[src/rtl/jtag_seq_pkg.sv]
// Shared types and constants for the JTAG DTM scan sequencer: FSM states,
// TAP header/tail TMS patterns (bit i = TMS for TCK period i) and DTM IR opcodes.
package jtag_seq_pkg;

   typedef enum logic [3:0] {
      ST_TAP_RST   = 4'd0,
      ST_IDLE      = 4'd1,
      ST_IR_HDR    = 4'd2,
      ST_IR_SHIFT  = 4'd3,
      ST_IR_TAIL   = 4'd4,
      ST_DR_HDR    = 4'd5,
      ST_DR_SHIFT  = 4'd6,
      ST_DR_TAIL   = 4'd7,
      ST_IDLE_WAIT = 4'd8,
      ST_RSP       = 4'd9
   } seq_state_t;

   // Five periods in Test-Logic-Reset, then one into Run-Test/Idle
   localparam logic [7:0] RST_TMS    = 8'b0001_1111;
   localparam int         RST_LEN    = 6;
   localparam logic [7:0] IR_HDR_TMS = 8'b0000_0011;
   localparam int         IR_HDR_LEN = 4;
   localparam logic [7:0] DR_HDR_TMS = 8'b0000_0001;
   localparam int         DR_HDR_LEN = 3;
   localparam logic [7:0] TAIL_TMS   = 8'b0000_0001;
   localparam int         TAIL_LEN   = 2;

   localparam logic [4:0] IR_IDCODE  = 5'h01;
   localparam logic [4:0] IR_DTMCS   = 5'h10;
   localparam logic [4:0] IR_DMI     = 5'h11;

endpackage

[src/rtl/jtag_tck_gen.sv]
// TCK divider: toggles tck every CLK_DIV clocks while run is high, held low otherwise.
// tck_rise/tck_fall flag the clock on which tck is about to go high/low.
module jtag_tck_gen #(
   parameter int CLK_DIV = 4
) (
   input  logic clock,
   input  logic reset,
   input  logic run,
   output logic tck,
   output logic tck_rise,
   output logic tck_fall
);

   localparam int CW = (CLK_DIV > 1) ? $clog2(CLK_DIV) : 1;

   logic [CW-1:0] div_cnt_r;
   logic          tck_r;
   logic          terminal_s;

   assign terminal_s = run && (div_cnt_r == CW'(CLK_DIV - 1));
   assign tck_rise   = terminal_s && !tck_r;
   assign tck_fall   = terminal_s && tck_r;
   assign tck        = tck_r;

   // Divider counter and TCK register
   always_ff @(posedge clock) begin
      if (reset || !run) begin
         div_cnt_r <= {CW{1'b0}};
         tck_r     <= 1'b0;
      end else if (terminal_s) begin
         div_cnt_r <= {CW{1'b0}};
         tck_r     <= ~tck_r;
      end else begin
         div_cnt_r <= div_cnt_r + CW'(1'b1);
         tck_r     <= tck_r;
      end
   end

endmodule

[src/rtl/jtag_dtm_sequencer.sv]
// Bit-level JTAG master: one command = optional IR scan then DR scan, captured TDO returned.
// Optional macro JTAG_SEQ_IDLE_CYCLES_EN adds IDLE_CYCLES Run-Test/Idle periods after each DR scan.
module jtag_dtm_sequencer
   import jtag_seq_pkg::*;
#(
   parameter int CLK_DIV = 4,
   parameter int IR_LEN  = 5,
   parameter int DR_MAX  = 41,
   parameter int LEN_W   = 6
`ifdef JTAG_SEQ_IDLE_CYCLES_EN
   , parameter int IDLE_CYCLES = 5
`endif
) (
   input  logic              clock,
   input  logic              reset,
   input  logic              cmd_valid,
   output logic              cmd_ready,
   input  logic              cmd_skip_ir,
   input  logic [IR_LEN-1:0] cmd_ir,
   input  logic [DR_MAX-1:0] cmd_dr,
   input  logic [LEN_W-1:0]  cmd_dr_len,
   output logic              rsp_valid,
   input  logic              rsp_ready,
   output logic [DR_MAX-1:0] rsp_dr,
   output logic              busy,
   output logic              jtag_TCK,
   output logic              jtag_TMS,
   output logic              jtag_TDI,
   input  logic              jtag_TDO
);

   seq_state_t        state_r, state_nx_s, after_s;
   logic [LEN_W-1:0]  cnt_r, cnt_nx_s, end_s, len_r, len_clamp_s;
   logic [IR_LEN-1:0] ir_r;
   logic [DR_MAX-1:0] dr_r, rsp_dr_r;
   logic              tms_r, tdi_r, cmd_ready_r, rsp_valid_r, busy_r;
   logic              accept_s, run_s, tck_rise_s, tck_fall_s, tms_s, tdi_s;
   logic [7:0]        seq_s;

   assign len_clamp_s = (cmd_dr_len > LEN_W'(DR_MAX)) ? LEN_W'(DR_MAX) : cmd_dr_len;
   assign run_s       = (state_r != ST_IDLE) && (state_r != ST_RSP);

   jtag_tck_gen #(.CLK_DIV(CLK_DIV)) u_tck_gen (
      .clock    (clock),
      .reset    (reset),
      .run      (run_s),
      .tck      (jtag_TCK),
      .tck_rise (tck_rise_s),
      .tck_fall (tck_fall_s)
   );

   // Per-state period count and successor; state/period advance on each TCK fall
   always_comb begin
      end_s      = {LEN_W{1'b0}};
      after_s    = ST_IDLE;
      state_nx_s = state_r;
      cnt_nx_s   = cnt_r;
      accept_s   = 1'b0;
      case (state_r)
         ST_TAP_RST:  begin end_s = LEN_W'(RST_LEN - 1);    after_s = ST_IDLE;     end
         ST_IR_HDR:   begin end_s = LEN_W'(IR_HDR_LEN - 1); after_s = ST_IR_SHIFT; end
         ST_IR_SHIFT: begin end_s = LEN_W'(IR_LEN - 1);     after_s = ST_IR_TAIL;  end
         ST_IR_TAIL:  begin
            end_s   = LEN_W'(TAIL_LEN - 1);
            after_s = (len_r != {LEN_W{1'b0}}) ? ST_DR_HDR : ST_RSP;
         end
         ST_DR_HDR:   begin end_s = LEN_W'(DR_HDR_LEN - 1); after_s = ST_DR_SHIFT; end
         ST_DR_SHIFT: begin end_s = len_r - LEN_W'(1'b1);   after_s = ST_DR_TAIL;  end
         ST_DR_TAIL:  begin
            end_s   = LEN_W'(TAIL_LEN - 1);
`ifdef JTAG_SEQ_IDLE_CYCLES_EN
            after_s = ST_IDLE_WAIT;
`else
            after_s = ST_RSP;
`endif
         end
`ifdef JTAG_SEQ_IDLE_CYCLES_EN
         ST_IDLE_WAIT: begin end_s = LEN_W'(IDLE_CYCLES - 1); after_s = ST_RSP; end
`endif
         default:     begin end_s = {LEN_W{1'b0}}; after_s = ST_IDLE; end
      endcase

      case (state_r)
         ST_IDLE: begin
            if (cmd_valid) begin
               accept_s   = 1'b1;
               cnt_nx_s   = {LEN_W{1'b0}};
               state_nx_s = !cmd_skip_ir ? ST_IR_HDR :
                            (len_clamp_s == {LEN_W{1'b0}}) ? ST_RSP : ST_DR_HDR;
            end else begin
               state_nx_s = ST_IDLE;
            end
         end
         ST_RSP: state_nx_s = rsp_ready ? ST_IDLE : ST_RSP;
         default: begin
            if (tck_fall_s && (cnt_r == end_s)) begin
               state_nx_s = after_s;
               cnt_nx_s   = {LEN_W{1'b0}};
            end else if (tck_fall_s) begin
               cnt_nx_s   = cnt_r + LEN_W'(1'b1);
            end else begin
               cnt_nx_s   = cnt_r;
            end
         end
      endcase
   end

   // TMS/TDI for the period about to start, so pins only move on a fall or state entry
   always_comb begin
      seq_s = 8'h00;
      tms_s = 1'b0;
      tdi_s = 1'b0;
      case (state_nx_s)
         ST_TAP_RST: begin seq_s = RST_TMS;    tms_s = seq_s[cnt_nx_s[2:0]]; end
         ST_IR_HDR:  begin seq_s = IR_HDR_TMS; tms_s = seq_s[cnt_nx_s[2:0]]; end
         ST_DR_HDR:  begin seq_s = DR_HDR_TMS; tms_s = seq_s[cnt_nx_s[2:0]]; end
         ST_IR_TAIL, ST_DR_TAIL: begin
            seq_s = TAIL_TMS;
            tms_s = seq_s[cnt_nx_s[2:0]];
         end
         ST_IR_SHIFT: begin
            tms_s = (cnt_nx_s == LEN_W'(IR_LEN - 1));
            tdi_s = |(ir_r & (IR_LEN'(1'b1) << cnt_nx_s));
         end
         ST_DR_SHIFT: begin
            tms_s = (cnt_nx_s == (len_r - LEN_W'(1'b1)));
            tdi_s = |(dr_r & (DR_MAX'(1'b1) << cnt_nx_s));
         end
         default: begin tms_s = 1'b0; tdi_s = 1'b0; end
      endcase
   end

   // State, latched command, pin and handshake registers
   always_ff @(posedge clock) begin
      if (reset) begin
         state_r     <= ST_TAP_RST;
         cnt_r       <= {LEN_W{1'b0}};
         ir_r        <= {IR_LEN{1'b0}};
         dr_r        <= {DR_MAX{1'b0}};
         len_r       <= {LEN_W{1'b0}};
         tms_r       <= 1'b1;
         tdi_r       <= 1'b0;
         cmd_ready_r <= 1'b0;
         rsp_valid_r <= 1'b0;
         busy_r      <= 1'b1;
         rsp_dr_r    <= {DR_MAX{1'b0}};
      end else begin
         state_r     <= state_nx_s;
         cnt_r       <= cnt_nx_s;
         tms_r       <= tms_s;
         tdi_r       <= tdi_s;
         cmd_ready_r <= (state_nx_s == ST_IDLE);
         rsp_valid_r <= (state_nx_s == ST_RSP);
         busy_r      <= (state_nx_s != ST_IDLE);
         if (accept_s) begin
            ir_r     <= cmd_ir;
            dr_r     <= cmd_dr;
            len_r    <= len_clamp_s;
            rsp_dr_r <= {DR_MAX{1'b0}};
         end else if ((state_r == ST_DR_SHIFT) && tck_rise_s) begin
            rsp_dr_r <= rsp_dr_r | (DR_MAX'(jtag_TDO) << cnt_r);
         end else begin
            rsp_dr_r <= rsp_dr_r;
         end
      end
   end

   assign cmd_ready = cmd_ready_r;
   assign rsp_valid = rsp_valid_r;
   assign rsp_dr    = rsp_dr_r;
   assign busy      = busy_r;
   assign jtag_TMS  = tms_r;
   assign jtag_TDI  = tdi_r;

endmodule

[config.mk]
export PLATFORM = sky130hd
export DESIGN_NAME = jtag_dtm_sequencer
export DESIGN_NICKNAME = d
export VERILOG_FILES = /design/src/rtl/jtag_seq_pkg.sv /design/src/rtl/jtag_tck_gen.sv /design/src/rtl/jtag_dtm_sequencer.sv
export SDC_FILE = /design/constraint.sdc
export NUM_CORES = 1
export LEC_CHECK = 0
export BUFFER_PORTS_ARGS = -buffer_cell sky130_fd_sc_hd__buf_2
export CAP_MARGIN = 20
export CORE_UTILIZATION = 59
export DETAILED_ROUTE_END_ITERATION = 10
export MAX_ROUTING_LAYER = met4
export PLACE_DENSITY = 0.91
export SETUP_SLACK_MARGIN = 0.3
export SLEW_MARGIN = 40
export SYNTH_ARGS = -nofsm -noshare
export SYNTH_HDL_FRONTEND = slang
export SYNTH_HIERARCHICAL = 1
export SYNTH_SLANG_ARGS = --single-unit
export TNS_END_PERCENT = 100
[constraint.sdc]
create_clock -name clock -period 5.4 [get_ports clock]
set_input_delay 0.54 -clock clock [delete_from_list [all_inputs] [get_ports clock]]
set_output_delay 0.54 -clock clock [all_outputs]
set_load 0.01 [all_outputs]
==> impl_metrics.env, run 1 <==
export IMPL_outcome="finished, final reports clean"
export IMPL_h_tree_depth=3
export IMPL_worst_pin_slew_ns=0.7854
export IMPL_ys_seq_area_frac=0.4321
export IMPL_dr_pass1_iters=6
export IMPL_startpoint_type="flip-flop"
export IMPL_ys_ff_latch=111
export IMPL_die_h_um=95.36
export IMPL_rows=33
export IMPL_path_cells="nor3_2 -> inv_2 -> and3_1 -> o21ai_0 -> a221oi_2 -> nand4_1 -> or3_4 -> a32oi_2 -> nor2_2 -> a311oi_1 -> a31oi_1 -> a2111oi_1 -> o41ai_1"
export IMPL_layout_commonest_cell="nand2_1"
export IMPL_finalSetupViolations=0
export IMPL_use_met1=0.3685
export IMPL_synth_edf_count=0
export IMPL_placed_cell_area_um2=5610
export IMPL_grt_busiest_layer="met2"
export IMPL_drc=0
export IMPL_rsz0062_at_grt="false"
export IMPL_ir_worst_vdd_mv=0.1665
export IMPL_worst_slack_ns=1.322
export IMPL_overflow=0
export IMPL_layout_common_cells="nand2_1 (131), dfxtp_1 (111), buf_2 (105)"
export IMPL_worst_setup_path_type="flip-flop to flip-flop"
export IMPL_yosys_warnings=6
export IMPL_endpoint_kind="flip-flop"
export IMPL_die_x_um=95.36
export IMPL_holdCritPathClass="input pin to flip-flop"
export IMPL_crit_required_ns=5.66
export IMPL_fmax_mhz=245.2
export IMPL_antenna_found_initial=0
export IMPL_drt_iter0_drc=444
export IMPL_clockBufferDepth=2
export IMPL_cts_tree="yes"
export IMPL_cp_max_fo=14
export IMPL_p_per_area_nw_per_um2=231.8
export IMPL_place_gp_congestion=0.9032
export IMPL_synth_nets=719
export IMPL_cp_data_arrival_time_ns=4.34
export IMPL_leakagePower_nw=2.248
export IMPL_postRouteWirelength_um=12630
export IMPL_maxCapViolCount=0
export IMPL_async_reset_ff_frac=0
export IMPL_cts_resized=0
export IMPL_grt_pass1_wl_um=20420
export IMPL_synthCells=657
export IMPL_postLayoutCoreUtil=0.6944
export IMPL_synthFlopType="dfxtp_1"
export IMPL_vias=4934
export IMPL_routedWlPerCell_um=15.01
export IMPL_pre_cts_slack_ns=1.453
export IMPL_vias_per_cell=5.867
export IMPL_fin_setup_tns_ns=0
export IMPL_cts_setup_buffers=0
export IMPL_yosysUniqueCellTypes=69
export IMPL_design_area_um2=5792
export IMPL_top_level_ports=105
export IMPL_hpwlAfterDp_um=8753
export IMPL_nets=793
export IMPL_clock_root_buffer="clkbuf_8"
export IMPL_timing_hold_ws_ns=0.3779
export IMPL_core_area_um2=8341
export IMPL_diodes=0
export IMPL_netlist_area_um2=5142
export IMPL_slowest_stage="a32oi_2"
export IMPL_crit_path_max_incr_delay_ns=0.63
export IMPL_regArea_um2=2222
export IMPL_fin_worst_skew_ns=0.01276
export IMPL_hold_violations=0
export IMPL_avgSynthCellArea_um2=7.827
export IMPL_multiInputGateArea_um2=2663
export IMPL_grt_pass1_vias=4413
export IMPL_critPathBufInv=1
export IMPL_clk_latency_ns=0.38
export IMPL_nFillCells=691
export IMPL_start_util=0.6166
export IMPL_final_max_slew_viol_count=0
export IMPL_drive_gt1_frac=0.1957
export IMPL_syn_to_final_growth_pct=12.63
export IMPL_max_slew_margin=0.4745
export IMPL_grt_max_degree=67
export IMPL_port_buffers=104
export IMPL_grt_use_total=0.2965
export IMPL_dieArea_um2=9094
export IMPL_fin_crit_sh=0.7551
export IMPL_grt_use_met2=0.4827
export IMPL_worst_path_dominant_cell_family="compound AO/OA/AOI/OAI gates"
export IMPL_clk_pin_slew_ns=0.11
export IMPL_grtUsageMet3=0.05183
export IMPL_numClockSinks=111
export IMPL_cts_inserted_buffers=9
export IMPL_min_period_ns=4.078
export IMPL_drtAntennaViolNets=0
export IMPL_holdBufCountCts=0
-- tightest hold or removal path, cell delays in order --
cell	delay, ns
buf_2	0.09
nand2_1	0.04
a21oi_1	0.05
-- worst paths after layout --
| check | from | to | slack, ns | cells after the start |
|---|---|---|---|---|
| max | state_r[1] | jtag_TDI | 1.32 | 13 |
| min | cmd_dr[19] | dr_r[19] | 0.38 | 3 |
| max reg2reg | state_r[1] | jtag_TDI | 1.32 | 13 |
| min reg2reg | u_tck_gen/div_cnt_r[0] | u_tck_gen/div_cnt_r[0] | 0.44 | 1 |
-- state kept, by name (all words and copies together) (netlist names) --
name / cells
dr_r: 41
rsp_dr: 41
cnt_r: 6
len_r: 6
ir_r: 5
state_r: 4
u_tck_gen/div_cnt_r: 2
busy: 1
cmd_ready: 1
jtag_TDI: 1
jtag_TMS: 1
rsp_valid: 1
u_tck_gen/tck: 1
-- through the flow --
stage	std cells	total power [mW]
2_1_floorplan	657	0.8619
6_report	841	1.342
3_5_place_dp	825	0.8879
4_1_cts	841	1.343
3_3_place_gp	824	0.8865
5_1_grt	841	1.385
-- cell usage after synthesis, drive strengths merged, types with 8 or more instances --
cell type	number	area [µm²]
o21ai	11	55.05
nor2	78	295.3
a21oi	100	500.5
nand3	17	85.08
buf	15	106.3
nand2	131	491.7
xnor2	9	78.83
clkbuf	32	120.1
mux2i	9	90.09
nand2b	9	56.30
inv	9	33.78
dfxtp	111	2222
nand4	9	56.30
nor3	16	90.09
a31oi	8	50.05
-- cell families after synthesis --
kind of cell,Yosys count,synth area share
AO/OA/AOI/OAI,169,0.2049
XOR/XNOR,13,0.02214
adder cells (fa/ha/maj),4,0.009733
buffers and inverters,56,0.05061
flip-flops,111,0.4321
multiplexers,10,0.01971
AND/OR/NAND/NOR,294,0.2608
-- report_power, final --
part | leakage [nW] | internal (mW) | switching, mW
clock | 0.0880 | 0.178 | 0.295
sequential | 0.894 | 0.821 | 0.00179
combinational | 1.27 | 0.0216 | 0.0255
-- routing by layer --
| metal | up-vias | part of all wire |
|---|---|---|
| met5 | - | 0 |
| met4 | 0 | 0.016 |
| met3 | 18 | 0.070 |
| met2 | 214 | 0.49 |
| met1 | 2274 | 0.43 |
| li1 | 2428 | - |
-- final cells by class --
type	instances	share of cell area
timing repair buffer	110	0.09721
tap	105	0.02268
clock buffer	11	0.02268
clock inverter	5	0.008209
inverter	9	0.005833
sequential	111	0.3837
multi-input combinational	490	0.4597
(Power assumes the default switching activity.)
==> inputs of run 2 (changes only) <==
Settings changed: CORE_UTILIZATION 59 to 50, PLACE_DENSITY 0.91 to 0.83.
Clock period 5.4 ns to 3.43 ns, I/O delays scaled along.
==> run 2 against run 1 <==
- setup slack lost 1.2 ns
- worst hold slack lost 0.19 ns
- die area grew 18%
- critical path type unchanged
- largest power group unchanged
==> impl_metrics.env, run 2 (synthesis results as in run 1) <==
export IMPL_fin_worst_skew_ns=0.01147
export IMPL_drt_iter0_drc=480
export IMPL_cp_max_fo=5
export IMPL_core_area_um2=9864
export IMPL_worst_slack_ns=0.08452
export IMPL_worst_setup_path_type="flip-flop to flip-flop"
export IMPL_die_h_um=103.4
export IMPL_regToRegEndpoint="jtag_TDI"
export IMPL_start_util=0.5213
export IMPL_max_slew_margin=0.3922
export IMPL_clk_pin_slew_ns=0.11
export IMPL_nets=831
export IMPL_postLayoutCoreUtil=0.6416
export IMPL_hold_violations=0
export IMPL_finalNonFillerCells=907
export IMPL_overflow=0
export IMPL_die_x_um=103.4
export IMPL_power_total_mw=2.110
export IMPL_place_gp_congestion=0.9554
export IMPL_numClockSinks=111
export IMPL_fin_crit_sh=0.9754
export IMPL_timing_hold_ws_ns=0.1897
export IMPL_top_level_ports=105
export IMPL_grtUsageMet3=0.05242
export IMPL_layout_common_cells="nand2_1 (130), dfxtp_1 (104), buf_2 (104)"
export IMPL_drc=0
export IMPL_maxCapViolCount=0
export IMPL_endpoint_kind="flip-flop"
export IMPL_p_per_area_nw_per_um2=333.5
export IMPL_cp_data_arrival_time_ns=3.60
export IMPL_hpwlAfterDp_um=9759
export IMPL_grt_pass1_vias=4827
export IMPL_routedWlPerCell_um=15.83
export IMPL_hold_end="dr_r[2]"
export IMPL_leakagePower_nw=2.467
export IMPL_vias=5255
export IMPL_dr_pass1_iters=5
export IMPL_min_period_ns=3.345
export IMPL_clk_latency_ns=0.38
export IMPL_outcome="finished, final reports clean"
export IMPL_nFillCells=825
export IMPL_fmax_mhz=298.9
export IMPL_grt_use_met2=0.4361
export IMPL_layout_commonest_cell="nand2_1"
export IMPL_port_buffers=104
export IMPL_finalSetupViolations=0
export IMPL_cts_inserted_buffers=9
export IMPL_holdCritPathClass="input pin to flip-flop"
export IMPL_rsz0062_at_grt="true"
export IMPL_postRouteWirelength_um=14360
export IMPL_dieArea_um2=10690
export IMPL_drive_gt1_frac=0.2739
export IMPL_holdPathStages=3
export IMPL_final_max_slew_viol_count=0
export IMPL_syn_to_final_growth_pct=23.07
export IMPL_crit_required_ns=3.69
export IMPL_startpoint_type="flip-flop"
export IMPL_grt_max_degree=43
export IMPL_hp_start="cmd_dr[2]"
export IMPL_cts_tree="yes"
export IMPL_clock_root_buffer="clkbuf_8"
export IMPL_diodes=0
export IMPL_rows=36
export IMPL_pre_cts_slack_ns=-0.09785
export IMPL_place_inst=876
export IMPL_h_tree_depth=3
export IMPL_rr_startpoint="len_r[0]"
export IMPL_vias_per_cell=5.794
export IMPL_drtAntennaViolNets=0
export IMPL_grt_use_total=0.2809
export IMPL_grt_pass1_wl_um=22820
export IMPL_worst_pin_slew_ns=0.9084
export IMPL_clockBufferDepth=2
export IMPL_reg2reg_depth=15
export IMPL_regToRegSetupSlack_ns=0.08
export IMPL_grt_busiest_layer="met2"
export IMPL_antenna_found_initial=0
export IMPL_ir_worst_vdd_mv=0.2531
export IMPL_use_met1=0.3480
## run 2: cell types whose count changed in the layout (fill, tap and decap cells not counted), moves of 3 or more
cell	before	now
buf_4	5	41
dfxtp_1	111	104
dfxtp_2	0	3
dfxtp_4	0	4
inv_1	8	5
o21ai_0	11	7
o21ai_1	0	3
## run 2: cell type report
| class | count | area, µm² | share of cell area |
|---|---|---|---|
| multi-input cells | 491 | 2839 | 0.4486 |
| flip-flops and latches | 111 | 2241 | 0.3541 |
| repair buffers | 147 | 859.6 | 0.1358 |
| well taps | 133 | 166.4 | 0.02630 |
| clock buffers | 11 | 141.4 | 0.02234 |
| clock inverters | 5 | 42.54 | 0.006722 |
| inverters | 9 | 38.79 | 0.006129 |
## run 2: routing by layer
layer  up-vias  wire [µm]
li1       2508          -
met2       253       6898
met5         -          0
met3        61       1073
met4         0        484
met1      2433       5901
## run 2: timing repair
action | CTS | global route
pin swaps | 11 | 1
gates cloned | 1 | 0
gates resized for setup | 29 | 6
hold buffers | 0 | 0
buffers inserted | 14 | 0
setup endpoints to repair | 2 | 2
## run 2: worst max-delay path by stage
stage                    start       end  slack [ns]  cells after the start
global route          len_r[0]  jtag_TDI       -0.08                     14
floorplan           state_r[0]  jtag_TMS        0.26                     17
global placement      len_r[0]  jtag_TDI        0.06                     13
CTS                   len_r[0]  jtag_TMS        0.17                     14
finish                len_r[0]  jtag_TDI        0.08                     15
detailed placement    len_r[1]  jtag_TDI        -0.1                     14
## run 2: per-stage QoR
step	TNS, ns	area, µm²
detailed placement	-0.09785	5858
CTS	0	6289
finish	0	6329
global route	-0.09815	6329
global placement	0	5858
floorplan	0	5205
## run 2: worst max-delay path, cell delays in order, from the launching register on
cell	delay, ns
dfxtp_4	0.37
inv_4	0.07
ha_4	0.14
nor3b_4	0.21
xnor2_2	0.12
a221oi_2	0.26
nand4_1	0.20
or3_4	0.44
buf_4	0.16
a32o_1	0.27
nand3_1	0.10
mux2i_1	0.07
a311oi_1	0.22
a31oi_1	0.08
a2111oi_2	0.37
o41ai_1	0.14
## run 2: power breakdown
part	internal [mW]	total (mW)	switching [mW]	leakage, nW
Sequential	1.29	1.29	0.00310	0.899
Clock	0.291	0.739	0.449	0.0837
Combinational	0.0367	0.0791	0.0424	1.48
Total	1.62	2.11	0.494	2.47
==> inputs of run 3 (changes only) <==
Settings changed: CTS_BUF_LIST set to sky130_fd_sc_hd__clkbuf_4 sky130_fd_sc_hd__clkbuf_8 sky130_fd_sc_hd__clkbuf_16, PLACE_DENSITY 0.83 to 0.82, SYNTH_HIERARCHICAL 1 to not set.
==> run 3 against run 2 <==
- via count is 2.9% higher
- sequential share of layout area is 0.96 points lower
- register-to-register slack better by 0.17 ns
- worst hold slack worse by 0.0077 ns
- first-iteration DRC count is 0.63% lower
- sequential cell count stayed put
- synthesized area is 2.5% higher
- synthesized cell count is 3.0% higher
- maximum frequency is 5.2% higher
- power is 2.5% higher
- wire length is 3.8% higher
- critical endpoint is now jtag_TMS
==> impl_metrics.env, run 3 <==
export IMPL_min_period_ns=3.179
export IMPL_holdBufCountCts=0
export IMPL_synthFlopType="dfxtp_1"
export IMPL_yosysUniqueCellTypes=72
export IMPL_fmax_mhz=314.6
export IMPL_async_reset_ff_frac=0
export IMPL_grt_pass1_wl_um=24300
export IMPL_h_tree_depth=3
export IMPL_slowest_stage="or4_4"
export IMPL_max_slew_margin=0.5141
export IMPL_leakagePower_nw=2.587
export IMPL_layout_commonest_cell="nand2_1"
export IMPL_path_cells="or2_2 -> or3_4 -> a2111oi_4 -> o21ai_2 -> a21o_1 -> or4_4 -> nand3_4 -> nand4bb_4 -> a2111oi_4 -> o2111a_1 -> a211o_1"
export IMPL_maxCapViolCount=0
export IMPL_yosysMostFrequentCell="nand2_1"
export IMPL_drt_iter0_drc=477
export IMPL_worst_slack_ns=0.2514
export IMPL_postLayoutCoreUtil=0.6304
export IMPL_dr_pass1_iters=7
export IMPL_synth_top_area_cell="dfxtp_1"
export IMPL_cts_tree="yes"
export IMPL_postRouteWirelength_um=14900
export IMPL_ir_worst_vdd_mv=0.2850
export IMPL_layout_common_cells="nand2_1 (127), dfxtp_1 (105), buf_2 (104)"
export IMPL_clk_pin_slew_ns=0.11
export IMPL_rsz0062_at_grt="true"
export IMPL_cpMostUsedCell="a2111oi_4"
export IMPL_grt_pass1_vias=5152
export IMPL_placed_cell_area_um2=6028
export IMPL_finalSetupViolations=0
export IMPL_dieArea_um2=10950
export IMPL_core_area_um2=10280
export IMPL_vias_per_cell=5.777
export IMPL_synth_area_top_cells="dfxtp_1 (42%), a21oi_1 (9.7%), nand2_1 (9.3%)"
export IMPL_final_max_slew_viol_count=0
export IMPL_holdCritPathClass="input pin to flip-flop"
export IMPL_syn_to_final_growth_pct=22.96
export IMPL_fin_crit_sh=0.9267
export IMPL_startpoint_type="flip-flop"
export IMPL_clk_latency_ns=0.39
export IMPL_antenna_found_initial=0
export IMPL_drtAntennaViolNets=0
export IMPL_synth_nets=739
export IMPL_die_x_um=104.7
export IMPL_endpoint_kind="flip-flop"
export IMPL_ys_seq_area_frac=0.4218
export IMPL_crit_path_max_incr_delay_ns=0.45
export IMPL_clockBufferDepth=2
export IMPL_routedWlPerCell_um=15.91
export IMPL_power_total_mw=2.162
export IMPL_yosys_warnings=0
export IMPL_grt_max_degree=55
export IMPL_fin_worst_skew_ns=0.01489
export IMPL_cts_inserted_buffers=9
export IMPL_vias=5407
export IMPL_outcome="finished, final reports clean"
export IMPL_ys_ff_latch=111
export IMPL_start_util=0.5127
export IMPL_drc=0
export IMPL_overflow=0
export IMPL_avgSynthCellArea_um2=7.783
export IMPL_rows=37
export IMPL_cp_max_fo=4
export IMPL_design_area_um2=6479
export IMPL_diodes=0
export IMPL_hpwlAfterDp_um=10510
export IMPL_hold_violations=0
export IMPL_p_per_area_nw_per_um2=333.8
export IMPL_worst_pin_slew_ns=0.7288
export IMPL_cp_data_arrival_time_ns=3.47
export IMPL_netlist_area_um2=5269
export IMPL_crit_required_ns=3.72
export IMPL_pre_cts_slack_ns=0.1091
export IMPL_synth_common_cells="nand2_1 (130), dfxtp_1 (111), a21oi_1 (102)"
export IMPL_top_level_ports=105
export IMPL_netlist_area_leader_share=0.4218
export IMPL_nets=857
export IMPL_fin_setup_tns_ns=0
export IMPL_synthCells=677
export IMPL_numClockSinks=111
export IMPL_clock_root_buffer="clkbuf_8"
export IMPL_die_h_um=104.7
export IMPL_synth_edf_count=0
export IMPL_drive_gt1_frac=0.2700
export IMPL_grt_use_total=0.2841
export IMPL_place_gp_congestion=0.9900
export IMPL_worst_setup_path_type="flip-flop to flip-flop"
export IMPL_port_buffers=104
==> run 3: path summary, 6_finish.rpt <==
kind / slack, ns / to / cells after the start / startpoint
setup / recovery: 0.25 / jtag_TMS / 11 / len_r[0]
hold / removal: 0.18 / ir_r[0] / 3 / cmd_ir[0]
setup reg to reg: 0.25 / jtag_TMS / 11 / len_r[0]
hold reg to reg: 0.46 / dr_r[17] / 2 / dr_r[17]
==> run 3: through the flow <==
stage	hold WS (ns)	std cells
finish	0.1821	936
global route	0.1806	936
CTS	0.1701	935
detailed placement	0.4419	910
global placement	0.4172	910
floorplan	0.4051	677
==> run 3: power by group <==
group	internal [mW]	total (mW)	switching, mW
Sequential	1.29	1.30	0.00715
Clock	0.283	0.749	0.466
Combinational	0.0515	0.114	0.0620
==> run 3: metal layers <==
layer	share of wire	track usage	vias up
li1	-	-	2597
met2	0.50	0.4607	218
met3	0.057	0.04866	42
met4	0.036	0.1459	0
met1	0.41	0.3396	2550
met5	0	-	-
==> run 3: logic make-up after synthesis <==
logic type,Yosys count,synth area share
AOI/OAI and AO/OA,178,0.2052
xor gates and xnor gates,12,0.01995
adders and majority gates,4,0.009499
buffers and inverters,53,0.04987
DFF,111,0.4218
muxes,11,0.02375
and+or+nand+nor,308,0.2700
==> run 3: cell type report <==
class / count / area (µm²)
clock inverter: 6 / 52.55
fill: 904 / 3799
sequential: 111 / 2232
clock buffer: 10 / 131.4
inverter: 9 / 33.78
multi-input combinational: 513 / 2973
timing repair buffer: 151 / 885.9
tap: 136 / 170.2
==> run 3: timing repair <==
item                       in CTS  in global routing
resized for setup              19                 22
setup endpoints to repair       2                  3
pin swaps                       6                  5
gates cloned                    0                  0
setup buffers                   9                  1
==> run 3: critical path, delay by kind of cell, from the launching register on <==
family | cells | cell delay (ns)
flip-flops | 1 | 0.36
AND/OR/NAND/NOR | 5 | 1.47
AO/OA/AOI/OAI | 6 | 1.23
